<file path="src/rtl/vend_controller.sv">
// Coin-collect sequencing controller: keeps credit in 25-paise units and runs the
// dispense handshake, then the one-coin-per-ack change or refund handshake.
module vend_controller #(
  parameter int PRICE_UNITS      = 4,
  parameter int MAX_CREDIT_UNITS = 7,
  parameter int TIMEOUT_CYCLES   = 1000,
  parameter int TMR_W            = 10
) (
  input  logic       clock,
  input  logic       reset_n,
  input  logic [1:0] coin,
  input  logic       cancel,
  input  logic       dispense_ack,
  input  logic       change_ack,
  output logic       vend_req,
  output logic       change_req,
  output logic [2:0] credit,
  output logic       coin_reject,
  output logic       done,
  output logic       busy
);

  localparam logic [1:0] ST_IDLE    = 2'd0;
  localparam logic [1:0] ST_COLLECT = 2'd1;
  localparam logic [1:0] ST_VEND    = 2'd2;
  localparam logic [1:0] ST_CHANGE  = 2'd3;

  localparam logic [3:0]       PRICE_W  = 4'(PRICE_UNITS);
  localparam logic [2:0]       PRICE_C  = 3'(PRICE_UNITS);
  localparam logic [3:0]       MAX_W    = 4'(MAX_CREDIT_UNITS);
  localparam logic [TMR_W-1:0] TMR_LAST = TMR_W'(TIMEOUT_CYCLES - 1);

  logic [1:0]       state;
  logic [TMR_W-1:0] timer;
  logic [2:0]       coin_units;
  logic             coin_valid;
  logic [3:0]       sum;
  logic             overflow;

  // NOTE: every variable written in always_comb gets a default first, otherwise a latch is inferred.
  always_comb begin
    coin_units = 3'd0;
    case (coin)
      2'b00:   coin_units = 3'd1;
      2'b01:   coin_units = 3'd2;
      2'b10:   coin_units = 3'd4;
      default: coin_units = 3'd0;
    endcase
  end

  assign coin_valid = (coin != 2'b11);
  // One bit wider than credit so the limit test cannot wrap.
  assign sum        = {1'b0, credit} + {1'b0, coin_units};
  assign overflow   = (sum > MAX_W);

  // NOTE: state registers use non-blocking assignments so every branch sees pre-edge values.
  always_ff @(posedge clock or negedge reset_n) begin
    if (!reset_n) begin
      // NOTE: all control state is reset; there is no storage array here that could be left unreset.
      state       <= ST_IDLE;
      credit      <= 3'd0;
      timer       <= '0;
      coin_reject <= 1'b0;
      done        <= 1'b0;
    end else begin
      coin_reject <= 1'b0;
      done        <= 1'b0;
      timer       <= '0;
      case (state)
        ST_IDLE, ST_COLLECT: begin
          if (cancel && credit != 3'd0) begin
            state       <= ST_CHANGE;
            coin_reject <= coin_valid;
          end else if (coin_valid && !overflow) begin
            credit <= sum[2:0];
            state  <= (sum >= PRICE_W) ? ST_VEND : ST_COLLECT;
          end else begin
            coin_reject <= coin_valid;
            if (state == ST_COLLECT) begin
              if (timer == TMR_LAST) state <= ST_CHANGE;
              else                   timer <= timer + TMR_W'(1);
            end
          end
        end
        ST_VEND: begin
          coin_reject <= coin_valid;
          if (dispense_ack) begin
            credit <= credit - PRICE_C;
            done   <= 1'b1;
            state  <= (credit > PRICE_C) ? ST_CHANGE : ST_IDLE;
          end
        end
        ST_CHANGE: begin
          coin_reject <= coin_valid;
          if (change_ack && credit != 3'd0) begin
            credit <= credit - 3'd1;
            if (credit == 3'd1) state <= ST_IDLE;
          end else if (credit == 3'd0) begin
            state <= ST_IDLE;
          end
        end
        default: state <= ST_IDLE;
      endcase
    end
  end

  assign vend_req   = (state == ST_VEND);
  assign change_req = (state == ST_CHANGE);
  assign busy       = vend_req | change_req;

endmodule

</file>
<file path="config.mk">
export PLATFORM = sky130hd
export DESIGN_NAME = vend_controller
export DESIGN_NICKNAME = d
export VERILOG_FILES = /design/src/rtl/vend_controller.sv
export SDC_FILE = /design/constraint.sdc
export NUM_CORES = 1
export LEC_CHECK = 0
export BUFFER_PORTS_ARGS = -buffer_cell sky130_fd_sc_hd__buf_2
export CORE_MARGIN = 2
export CORE_UTILIZATION = 50
export DETAILED_ROUTE_END_ITERATION = 10
export HOLD_SLACK_MARGIN = 0.1
export PLACE_DENSITY = 0.74
export SYNTH_ARGS = -nofsm -noshare
export SYNTH_HDL_FRONTEND = slang
export SYNTH_SLANG_ARGS = --single-unit
</file>
<file path="constraint.sdc">
create_clock -name clock -period 2 [get_ports clock]
set_clock_uncertainty 0.1 [all_clocks]
set_input_delay 0.3 -clock clock [delete_from_list [all_inputs] [get_ports clock]]
set_output_delay 0.3 -clock clock [all_outputs]
set_load 0.05 [all_outputs]
</file>
Yosys cells after proc, flatten, opt, wreduce, memory -nomap -nowiden --
Index checks and enable logic that the tools add are counted.
Storage, ports and cells: register bits after elaboration 17, input bits 7, output and inout port bits 8
Operators by class: $add $sub $neg 4, order comparisons 3, equal/unequal tests 16, muxes and demuxes 27, bitwise operators 1, reductions and logical operators 12
Operator list (number):
- $mux 10 | 5
- $mux 2 | 10
- $pmux 3 s3 | 2
- $mux 3 | 4
- $add 10x1->10 const B | 1
- $eq 10x10->1 const B | 1
- $ne 2x2->1 const B | 4
- $ne 4x4->1 const B | 2
- $eq 2x2->1 const B | 3
- $pmux 2 s3 | 1
- $reduce_and 5->1 | 1
- $add 3x3->4 | 1
- $eq 2x1->1 const B | 2
- $ge 4x3->1 const B | 1
- $gt 4x3->1 const B | 1
- $logic_not 2->1 | 2
- $mux 1 | 4
- $reduce_and 4->1 | 1
- $reduce_or 2->1 | 2
- $eq 3x1->1 const B | 1
- $gt 3x3->1 const B | 1
- $logic_and 1x1->1 | 3
- $logic_not 3->1 | 1
- $ne 3x1->1 const B | 1
- other kinds (8) | 8

Depth between registers and ports, before layout --
depth after elaboration 9, depth in mapped cells 8

Worst setup path after synthesis --
Ideal clock, no wire load.
path kind register to register, from register credit[2], to register timer[9], library setup time 0.071 ns, data arrival time 2.100 ns, required time 1.829 ns, setup slack -0.271 ns, cell stages (with the launch flop) 7, path buffers 1, period minus slack after synthesis 2.271 ns, cell sequence dfrtp_1 > ha_1 > a211oi_1 > a2111o_1 > or3_1 > buf_6 > nor2_1
Between the ends: cells in the longest elaborated chain, start to end 7, elaborated cells on any way between the ends 9, those cells by class 1 x add/sub; 1 x order compare; 3 x mux; 4 x reduce/logical
Ends and longest elaborated chain:
- start, declared | line 17 | output logic [2:0] credit,
- start signal, assigned | line 75 | credit <= sum[2:0];
- start signal, assigned | line 88 | credit <= credit - PRICE_C;
- start signal, assigned | line 96 | credit <= credit - 3'd1;
- $add 3x3->4 | line 53 | assign sum = {1'b0, credit} + {1'b0, coin_units};
- $gt 4x3->1 | line 54 | assign overflow = (sum > MAX_W);
- $logic_not 1->1 | line 74 | end else if (coin_valid && !overflow) begin
- $logic_and 1x1->1 | line 74
- $mux 10 | line 74
- $mux 10 * | line 71 | if (cancel && credit != 3'd0) begin
- $mux 10 * | line 69 | case (state)
- end signal, assigned | line 81 | else timer <= timer + TMR_W'(1);
- end, declared | line 34 | logic [TMR_W-1:0] timer;
Mark *: on every way between the ends. The rest lies on a longest branch, timed or not. A chain may end at the register's enable or synchronous reset.

Worst setup path in the final report --
from register credit[2], to register timer[3]
Same word-level chain as after synthesis.

==> results by group <==
Status
  – Status: complete, no violations

Place
  – RePlAce Congestion: 0.859
  – Post-DP HPWL: 1.91 mm
  – Placed Cells: 170
  – Placed Area: 1370 um^2
  – Pre-CTS setup slack: -219 ps
  – Number of buffers added on ports: 14

STA
  – Fin. Hold Viols: 0
  – Fin crit period: 1950 ps
  – Worst Max-Slew Pin Slew: 472 ps
  – Setup violators final: 0
  – Slew HR: 67.8%
  – Final critical-path setup slack: 45.4 ps
  – Slew Viols, Final: 0
  – Period utilization: 97.7%
  – Fmax: 512 MHz
  – RSZ-0062 raised after global routing: yes

Hold path
  – Hold Crit Class: in2reg

Logic synthesis
  – Synthesized area per cell: 9.47 um^2
  – Unique cell type count in the Yosys netlist: 39
  – Most frequent cell after synthesis: dfrtp_1
  – Top FF cell, synth: dfrtp_1
  – Post-synth EDFFs: 0
  – Yosys top cell area share: 38.7%
  – Cells after Synth: 116
  – Yosys synthesis warning count: 0
  – Asr flop ratio synth: 100%
  – Post-synth top cells: dfrtp_1 (17), nor2_1 (13), inv_1 (10), ha_1 (8), nand2_1 (8)
  – Synth Cell Area: 1100 um^2
  – Top post-synthesis cells by area: dfrtp_1 (39%), ha_1 (9.1%), xnor2_1 (4.8%), nor2_1 (4.4%), inv_1 (3.4%)
  – Sequential-to-total area share from yosys stat: 38.7%
  – Cell taking the most area after synthesis: dfrtp_1
  – Synthesized net count: 132
  – Seq cells post-synth: 17

Routing
  – Via count: 984
  – DRT antenna net count: 0
  – Drc violations: 0
  – DR vias/cell: 5.59
  – Routed length per instance: 14.3 um
  – Final wirelength: 2.52 mm
  – Initial DRC Count: 34
  – TritonRoute pass-1 iters: 4

Floorplanning
  – # IOs: 15
  – Starting Density: 54.3%
  – Core area: 2020 um^2
  – Row count: 16
  – Die Y: 50.9 um
  – Die area: 2590 um^2
  – Die X: 50.9 um

Final layout
  – Non-Filler Instances: 176
  – Share of layout cells above drive strength 1: 36.2%
  – Fin util: 70.9%
  – Antenna cells: 0
  – Area growth, synth to finish: 30.4%
  – # nets final: 166
  – Design Area, Final: 1430 um^2

Worst setup path
  – Slowest stage cell, crit path: dfrtp_2
  – R2R Setup Slk: 50 ps
  – Critical path arrival: 2080 ps
  – WS Path Type: reg2reg
  – Worst path required time: 2130 ps
  – Max FO, Critical Path: 9
  – Startpoint class of the critical path: register
  – CP top delay family: simple AND/OR/NAND/NOR gates
  – CP Capture Type: register
  – Crit path cell chain: ha_4 > a211oi_2 > a2111o_1 > or3_4 > nor2_1
  – Max stage delay on crit path: 470 ps
  – Crit path buf inv count: 0

Pwr
  – Switching Share: 48.8%
  – PwrDens: 1390 nW/um^2
  – Tot Pwr: 2.00 mW
  – Max VDD drop: 1320 uV
  – Flop pwr share: 26.5%
  – P_sw: 975 uW
  – Leakage Power: 0.656 nW
  – Cell-internal power: 1.02 mW
  – Clock power frac: 9.9%
  – Combinational share of power: 63.6%

Clocking
  – CTS Buf Count: 3
  – Clk buf depth: 2
  – Root buffer cell: clkbuf_4
  – Clk_lat worst skew: 300 ps
  – H-tree depth: 1
  – Clk sinks: 17
  – CTS tree: done
  – Clk pin slew, worst setup/hold paths: 120 ps

Job
  – Max-cap violations: 0

Global route
  – Largest net degree at the start of global routing: 18
  – First-pass GRT wire length: 4.08 mm
  – Antenna violations before repair: 0
  – Vias in the first global route: 919
  – GRT Util Overall: 21.2%
  – GRT overflow: 0
stage by stage:
| stage | hold WS, ps | setup TNS (ps) |
|---|---|---|
| final | 182 | 0 |
| after global routing | 180 | -115 |
| after CTS | 182 | 0 |
| after detailed placement | 154 | -2050 |
| after global placement | 145 | -1500 |
| after floorplan | -95.6 | -613 |
sequential cells by signal, summed over array words and instances, names as in the netlist:
register and cells:
done 1, state 2, credit 3, coin_reject 1, timer 10
kinds of logic (layout without fill, tap and decap cells):
logic type,count (synthesis),in the layout,share of synthesized area (%)
and+or+nand+nor,40,40,18.6
AOI/OAI and AO/OA,24,24,15.8
buffers and inverters,13,46,5.13
muxes,3,3,2.85
xor gates and xnor gates,10,10,7.97
adders and majority gates,9,9,10.9
DFF,17,17,38.7
power by group through the flow:
stage	clock, mW	sequential (mW)	combinational [mW]
detailed placement	0	0.531	1.20
floorplan	0	0.655	0.702
CTS	0.197	0.524	1.21
finish	0.197	0.529	1.27
global route	0.217	0.539	1.37
global placement	0	0.528	1.17
per-layer routing:
metal / share of wire, % / GRT usage, %
met4: 0.91 / 6.31
met3: 7.2 / 5.56
met1: 44 / 29.0
met5: 0 / 0
met2: 48 / 33.1
final cells by class:
cell class / instances / area [um^2]
inverter: 10 / 37.5
fill: 147 / 589
tap: 27 / 33.8
timing repair buffer: 32 / 208
multi-input combinational: 86 / 697
clock buffer: 3 / 22.5
clock inverter: 1 / 5.00
sequential: 17 / 429
repair_timing:
action,4_1_cts,5_1_grt
pin swaps,0,1
buffers inserted,0,1
endpoints found under the setup margin,9,13
hold buffers,1,0
resized for setup,1,4
hold endpoints to repair,17,0
worst paths after layout:
| kind | from | to | cells after the start |
|---|---|---|---|
| setup / recovery | credit[2] | timer[3] | 5 |
| hold / removal | dispense_ack | done | 2 |
| setup reg to reg | credit[2] | timer[3] | 5 |
| hold reg to reg | timer[0] | timer[0] | 1 |
| max in group asynchronous | reset_n | credit[0] | 2 |
| min in group asynchronous | reset_n | timer[8] | 2 |
worst register-to-register path, cell delays in order, from the launching register on:
cell and delay (ps):
dfrtp_2 470, ha_4 290, a211oi_2 40, a2111o_1 410, or3_4 430, nor2_1 130
placed cells by master, fill, tap and decap left out, types with 2 or more instances in the layout:
cell type / Yosys / final
buf_2: 0 / 14
xnor2_1: 6 / 5
nand2_1: 8 / 8
o22ai_1: 2 / 2
and2_1: 2 / 2
and2b_2: 2 / 2
mux2i_1: 2 / 2
clkbuf_4: 0 / 3
buf_4: 0 / 17
a211oi_1: 3 / 2
dfrtp_1: 17 / 14
a21o_1: 2 / 2
nor3_1: 2 / 2
xor2_1: 4 / 4
o211ai_1: 3 / 3
nor2_1: 13 / 13
inv_2: 0 / 2
inv_1: 10 / 8
ha_1: 8 / 3
ha_4: 0 / 4
nand3_1: 2 / 2
dfrtp_2: 0 / 3
a21oi_1: 5 / 5
(Power assumes the default switching activity.)
